**config.mk**
```make
export PLATFORM = sky130hd
export DESIGN_NAME = pwm_multi
export DESIGN_NICKNAME = d
export VERILOG_FILES = /design/src/rtl/pwm_multi.sv
export SDC_FILE = /design/constraint.sdc
export NUM_CORES = 1
export LEC_CHECK = 0
export ABC_CLOCK_PERIOD_IN_PS = 3500
export BUFFER_PORTS_ARGS = -buffer_cell sky130_fd_sc_hd__buf_2
export CAP_MARGIN = 40
export CORE_MARGIN = 8
export CORE_UTILIZATION = 45
export DETAILED_ROUTE_END_ITERATION = 6
export PLACE_DENSITY = 0.61
export SYNTH_ARGS = -nofsm -noshare
export SYNTH_HDL_FRONTEND = slang
export SYNTH_SLANG_ARGS = --single-unit
export TNS_END_PERCENT = 10
```
**constraint.sdc**
```tcl
create_clock -name clk -period 3.5 [get_ports clk]
set_input_delay 0.525 -clock clk [delete_from_list [all_inputs] [get_ports clk]]
set_output_delay 0.525 -clock clk [all_outputs]
set_load 0.02 [all_outputs]
```
**src/rtl/pwm_multi.sv**
```systemverilog
`default_nettype none
// ============================================================================
// Module   : pwm_multi
// Purpose  : Multi-channel PWM with prescaler and period-boundary sample load.
// Revision : 1.0
// ============================================================================
module pwm_multi #(
    parameter int WIDTH    = 8,
    parameter int CHANNELS = 2,
    parameter int PRESCALE = 1
) (
    input  logic                      clk,
    input  logic                      n_rst,
    input  logic                      en,
    input  logic [CHANNELS*WIDTH-1:0] sample,
    input  logic                      sample_valid,
    output logic                      sample_ready,
    output logic [CHANNELS-1:0]       pwm_o,
    output logic                      period_strobe,
    output logic                      underrun
);

    localparam int               c_PW       = (PRESCALE > 1) ? $clog2(PRESCALE) : 1;
    localparam logic [c_PW-1:0]  c_PRE_LAST = c_PW'(PRESCALE - 1);
    localparam logic [c_PW-1:0]  c_PRE_ONE  = c_PW'(1);
    localparam logic [WIDTH-1:0] c_MAX      = '1;
    localparam logic [WIDTH-1:0] c_ONE      = WIDTH'(1);

    logic [c_PW-1:0]           r_presc;
    logic [WIDTH-1:0]          r_count;
    logic [CHANNELS*WIDTH-1:0] r_shadow;
    logic [CHANNELS*WIDTH-1:0] r_active;
    logic                      r_pending;
    logic                      r_strobe;
    logic                      r_underrun;
    logic [CHANNELS-1:0]       r_pwm;

    logic                      w_tick;
    logic                      w_wrap;
    logic                      w_accept;
    logic [c_PW-1:0]           w_presc_next;
    logic [WIDTH-1:0]          w_count_next;
    logic [CHANNELS*WIDTH-1:0] w_active_next;
    logic [CHANNELS-1:0]       w_pwm_next;

    assign w_tick        = (r_presc == c_PRE_LAST);
    assign w_wrap        = en && w_tick && (r_count == c_MAX);
    assign w_accept      = sample_valid && !r_pending;
    assign w_presc_next  = (!en || w_tick) ? '0 : r_presc + c_PRE_ONE;
    assign w_count_next  = !en ? '0 : (w_tick ? r_count + c_ONE : r_count);
    assign w_active_next = (w_wrap && r_pending) ? r_shadow : r_active;

    // Compare against next-state values so pwm_o lines up with the registered count.
    genvar c;
    generate
        for (c = 0; c < CHANNELS; c++) begin : g_ch
            assign w_pwm_next[c] = en && (w_count_next < w_active_next[c*WIDTH +: WIDTH]);
        end
    endgenerate

    always_ff @(posedge clk or negedge n_rst) begin
        if (!n_rst) begin
            r_presc    <= '0;
            r_count    <= '0;
            r_shadow   <= '0;
            r_active   <= '0;
            r_pending  <= 1'b0;
            r_strobe   <= 1'b0;
            r_underrun <= 1'b0;
            r_pwm      <= '0;
        end else begin
            r_presc    <= w_presc_next;
            r_count    <= w_count_next;
            r_active   <= w_active_next;
            r_strobe   <= w_wrap;
            r_underrun <= w_wrap && !r_pending;
            r_pwm      <= w_pwm_next;
            // Accept needs pending clear, so it never collides with a consuming wrap.
            if (w_accept) begin
                r_shadow  <= sample;
                r_pending <= 1'b1;
            end else if (w_wrap) begin
                r_pending <= 1'b0;
            end
        end
    end

    assign sample_ready  = !r_pending;
    assign pwm_o         = r_pwm;
    assign period_strobe = r_strobe;
    assign underrun      = r_underrun;

endmodule
`default_nettype wire

```
# --- Word level (Yosys, flattened, before mapping) ---
# Index checks and enable logic that the tools add are counted.
totals:
  wordCells: 31
  in_bits: 20
  ff_bits: 46
  out_inout_bits: 5
op_classes:
  muxes: 6
  add_sub_neg: 2
  order_cmp: 2
  reduce_logical: 11
  n_eq_ne: 1
  n_bitwise: 1
op_table:
  columns: ["op", "n"]
  rows:
  - ["< comparator 8 bit", 2]
  - ["two-way mux 16 bit", 1]
  - ["two-way mux 8 bit", 2]
  - ["adder 8 x 1 -> 8 bit, second input constant", 1]
  - ["equality test 8 bit, second input constant", 1]
  - ["logical AND 1 bit", 7]
  - ["two-way mux 1 bit", 3]
  - ["logical NOT 1 bit", 2]
  - ["nonzero test 2 bit", 1]
  - ["adder 1 bit, second input constant", 1]
  - ["logical OR 1 bit", 1]
  - ["inverter 1 bit", 1]

# --- Logic depth before layout (Yosys ltp) ---
depth:
  depth_word: 7
  mapped_depth: 11
  ltp_nobuf: 10

# --- Least setup slack after synthesis ---
# Ideal clock, no wire load.
synth_path:
  path_kind: "register to register"
  start: "register r_count[0]"
  end: "register r_pwm[0] (netlist: pwm_o[0])"
  path_slack_ps: 1014
  setup_time_ps: 111
  arrival_ps: 2375
  stages_incl_launch_ff: 12
  path_buffers: 2
  required_ps: 3389
  synth_period_minus_slack_ps: 2486
  cell_sequence: "dfrtp_1 -> ha_1 -> nand3b_1 -> nor3_2 -> buf_6 -> buf_6 -> mux2i_1 -> ha_1 -> nand4_1 -> nor2_1 -> a31o_2 -> a2111oi_2"
synth_between:
  elab_chain_len: 6
  elab_cells_between_ends: 9
  cone_classes: "add/sub (1); order compare (1); eq/ne (1); mux (3); reduce/logical (3)"
synth_lines:
  columns: ["element", "line", "text"]
  rows:
  - ["from (decl)", "30", "logic [WIDTH-1:0] r_count;"]
  - ["from (signal assigned)", "73", "r_count <= w_count_next;"]
  - ["parallel branches: the longest is 4 deep, another holds adder 8 x 1 -> 8 bit", null, null]
  - ["< comparator 8 bit *", "57", "assign w_pwm_next[c] = en && (w_count_next < w_active_next[c*WIDTH +: WIDTH]);"]
  - ["logical AND 1 bit *", "57", null]
  - ["net w_pwm_next[0]", "44", "logic [CHANNELS-1:0] w_pwm_next;"]
  - ["to (signal assigned)", "77", "r_pwm <= w_pwm_next;"]
  - ["to (decl)", "36", "logic [CHANNELS-1:0] r_pwm;"]
# Mark *: on every way through the listed nets, which the timed path passes.
# A chain may end at the register's enable or synchronous reset.

# --- Worst setup path after layout ---
layout_path:
  start: "register r_presc"
  end: "register r_pwm[1] (netlist: pwm_o[1])"
layout_between:
  elab_cells_between_ends: 9
  cone_classes: "order compare (1); mux (3); bitwise (1); reduce/logical (4)"
layout_lines:
  columns: ["element", "line", "text"]
  rows:
  - ["from (decl)", "29", "logic [c_PW-1:0] r_presc;"]
  - ["from (signal assigned)", "72", "r_presc <= w_presc_next;"]
  - ["two-way mux 8 bit (2 in a row)", "50", "assign w_count_next = !en ? '0 : (w_tick ? r_count + c_ONE : r_count);"]
  - ["net w_count_next[5]", "42", "logic [WIDTH-1:0] w_count_next;"]
  - ["< comparator 8 bit", "57", null]
  - ["logical AND 1 bit", "57", null]
  - ["net w_pwm_next[1]", "44", null]
# The timed path passes the listed nets, and every way through them passes these cells.

==> flow_summary.json <==
{
  "status": "complete, no violations",
  "numCtsBuffers": 5,
  "vias": 1364,
  "synthSimpleGateAreaFrac": 0.09983,
  "hold_viol_final": 0,
  "n_antenna_cell": 0,
  "ir_worst_vdd_mv": 0.2962,
  "synth_commonest_cells": "46 x dfrtp_1, 18 x inv_1, 17 x mux2i_1",
  "ctsHoldBuffers": 0,
  "reg2reg_slack_ns": 0.68,
  "drc": 0,
  "drt_iter0_drc": 33,
  "grt_pass1_wl_microns": 7051,
  "synth_nets": 212,
  "yosysMostFrequentCell": "dfrtp_1",
  "cp_cell_sequence": "nand4b_1, or3_1, a21boi_0, ha_1, nand4_1, nor2_1, a31o_2, a2111oi_2",
  "syn_area_sq_um": 2168,
  "overflow": 0,
  "post-route-period-util": 0.8066,
  "worstSetupStartpointType": "register",
  "slowest_delay_ns": 0.49,
  "dieArea_sq_um": 7296,
  "dieHeight_microns": 85.42,
  "ant_nets": 0,
  "nets": 241,
  "setup_viol_count_final": 0,
  "first_global_vias": 1430,
  "netlist.area_leader.share": 0.5309,
  "crit_fanout": 6,
  "p_per_area_nw_per_um2": 407.9,
  "cts_resized": 0,
  "std_cell_rows": 25,
  "cp.arrival_ns": 3.01,
  "cts_tree": "done",
  "via_per_inst": 5.226,
  "avgRoutedWirePerCell_microns": 15.79,
  "synth_compound_area_frac": 0.05193,
  "grt_max_degree": 30,
  "grt.total_usage": 0.1251,
  "fin_crit_ns": 2.823,
  "tightestPinTransition_ns": 0.5675,
  "fmax_ghz": 0.3542,
  "synth.ff_latch_count": 46,
  "die_x_microns": 85.42,
  "drive_above_1_share": 0.2754,
  "ys.flop_type": "dfrtp_1",
  "synth_cell_types": 30,
  "clk_latency_ns": 0.30,
  "crit_path_top_delay_cell": "a21boi_0",
  "finalSetupTns_ns": 0,
  "slew_viol_final": 0,
  "syn_area_per_cell_sq_um": 12.25,
  "drtPass1Iterations": 4,
  "syn2layout_area_growth_pct": 13.50,
  "synth_top_family_by_area": "multiplexers",
  "synth_edf_count": 0,
  "synthArstFlopShare": 1.000,
  "netlist_instances": 177,
  "clk_pin_slew_ns": 0.09,
  "rsz0062_at_grt": "no",
  "required_ns": 3.69,
  "worst_clock_skew_ns": 0.01578,
  "yosysSeqAreaShare": 0.5309,
  "yosysWarnings": 0,
  "place.gp.congestion": 0.7972,
  "dp_hpwl_microns": 3119,
  "synthMuxAreaShare": 0.1616,
  "setup.worst_path.class": "reg -> reg",
  "cts_root_buffer": "clkbuf_8",
  "ys_top_cells_by_area": "dfrtp_1 53%, ha_1 8.7%, mux2_2 8.3%, mux2i_1 7.8%, inv_1 3.1%",
  "synth_adder_area_share": 0.08656,
  "cts_buffer_depth": 2,
  "cts_setup_buffers": 0,
  "cts.sinks": 46,
  "end_kind": "register",
  "max_slew_margin": 0.6183,
  "synth-xor-area-share": 0.02020,
  "port_buffers": 24,
  "start_util": 0.4621,
  "routed_wl_microns": 4121,
  "cts-htree-levels": 2,
  "core_area_sq_um": 4692,
  "fin_util": 0.5245,
  "leakagePower_nw": 1.289,
  "yosys.area.top_type": "dfrtp_1",
  "antenna_found_initial": 0,
  "hold_path_class": "in -> async",
  "nFillCells": 421,
  "cap_violations": 0,
  "io_pins": 25
}
flip-flops by register name, indices dropped and copies added, names as in the netlist:
signal	flops
period_strobe	1
pwm_o	2
r_active	16
r_count	8
r_pending	1
r_presc	1
r_shadow	16
underrun	1
power breakdown:
group | internal (W) | leakage [nW] | total (W) | switching, W
logic | 0.0000406 | 0.627 | 0.0000755 | 0.0000350
registers | 0.000557 | 0.608 | 0.000573 | 0.0000160
clock network | 0.000181 | 0.0544 | 0.000356 | 0.000175
total | 0.000778 | 1.29 | 0.00100 | 0.000226
per-layer routing:
metal,global-route usage,share of wire,vias to the layer above
met2,0.1876,0.47,30
met5,0,0,-
met4,0.04777,0.016,0
met3,0.04151,0.056,5
li1,-,-,662
met1,0.1621,0.46,667
final cells by class:
class,count,area [sq um],share of cell area
tap,54,67.56,0.02745
clock inverter,1,8.758,0.003559
multi-input combinational,108,914.6,0.3716
inverter,18,67.56,0.02745
sequential,46,1151,0.4677
clock buffer,7,96.34,0.03915
timing repair buffer,27,155.1,0.06304
worst paths after layout:
kind                                       endpoint                    from  cells past startpoint
setup / recovery                 pwm_o[1]$_DFF_PN0_       r_presc$_DFF_PN0_                      8
min in group clk           r_shadow[15]$_DFFE_PN0P_              sample[15]                      2
setup reg to reg                 pwm_o[1]$_DFF_PN0_       r_presc$_DFF_PN0_                      8
hold reg to reg              r_active[14]$_DFF_PN0_  r_active[14]$_DFF_PN0_                      2
hold / removal                r_pending$_DFFE_PN0P_                   n_rst                      1
max in group asynchronous    r_active[11]$_DFF_PN0_                   n_rst                      2
worst max-delay path: cells and delay by family, from the launching register on:
kind                     cells  cell delay, ns
adder cells (fa/ha/maj)      1            0.36
AND/OR/NAND/NOR              4            0.84
flip-flops                   1            0.45
AO/OA/AOI/OAI                3            1.06
cell families after synthesis:
group                      after synthesis
AOI/OAI and AO/OA                       16
muxes                                   33
other                                    1
buffers and inverters                   23
and+or+nand+nor                         38
adders and majority gates               15
xor gates and xnor gates                 5
DFF                                     46
cells in the final DEF (no fill, tap or decap):
cell type  count
buf_12         1
nand4b_1       1
dfrtp_1       46
nor2_1         4
a21oi_1        6
mux2i_1       17
nand2b_1       3
buf_2         24
o21ai_0        4
nor2b_1        2
or3_1          2
conb_1         1
nor3_2         1
nand4_1        3
and2_1         4
xnor2_1        5
buf_4          2
nor4_1         1
nand3_1        5
a21boi_0       2
nand3b_1       1
nand4_2        1
mux2_2        16
inv_1         18
clkbuf_8       7
nor3_1         1
a31o_2         2
a2111oi_2      2
ha_1          15
and3b_1        1
clkinv_4       1
nand2_1        8
stage by stage:
stage / instance area (sq um) / hold WS [ns] / setup slack [ns] / total power (W) / instances
2_1_floorplan: 2168 / 0.2294 / 1.014 / 0.0006228 / 177
3_3_place_gp: 2336 / 0.4731 / 0.6775 / 0.0006535 / 252
3_5_place_dp: 2356 / 0.4769 / 0.6457 / 0.0006613 / 253
4_1_cts: 2461 / 0.1737 / 0.7143 / 0.001018 / 261
5_1_grt: 2461 / 0.1829 / 0.4502 / 0.001054 / 261
6_report: 2461 / 0.1556 / 0.6769 / 0.001004 / 261
(Power assumes the default switching activity.)
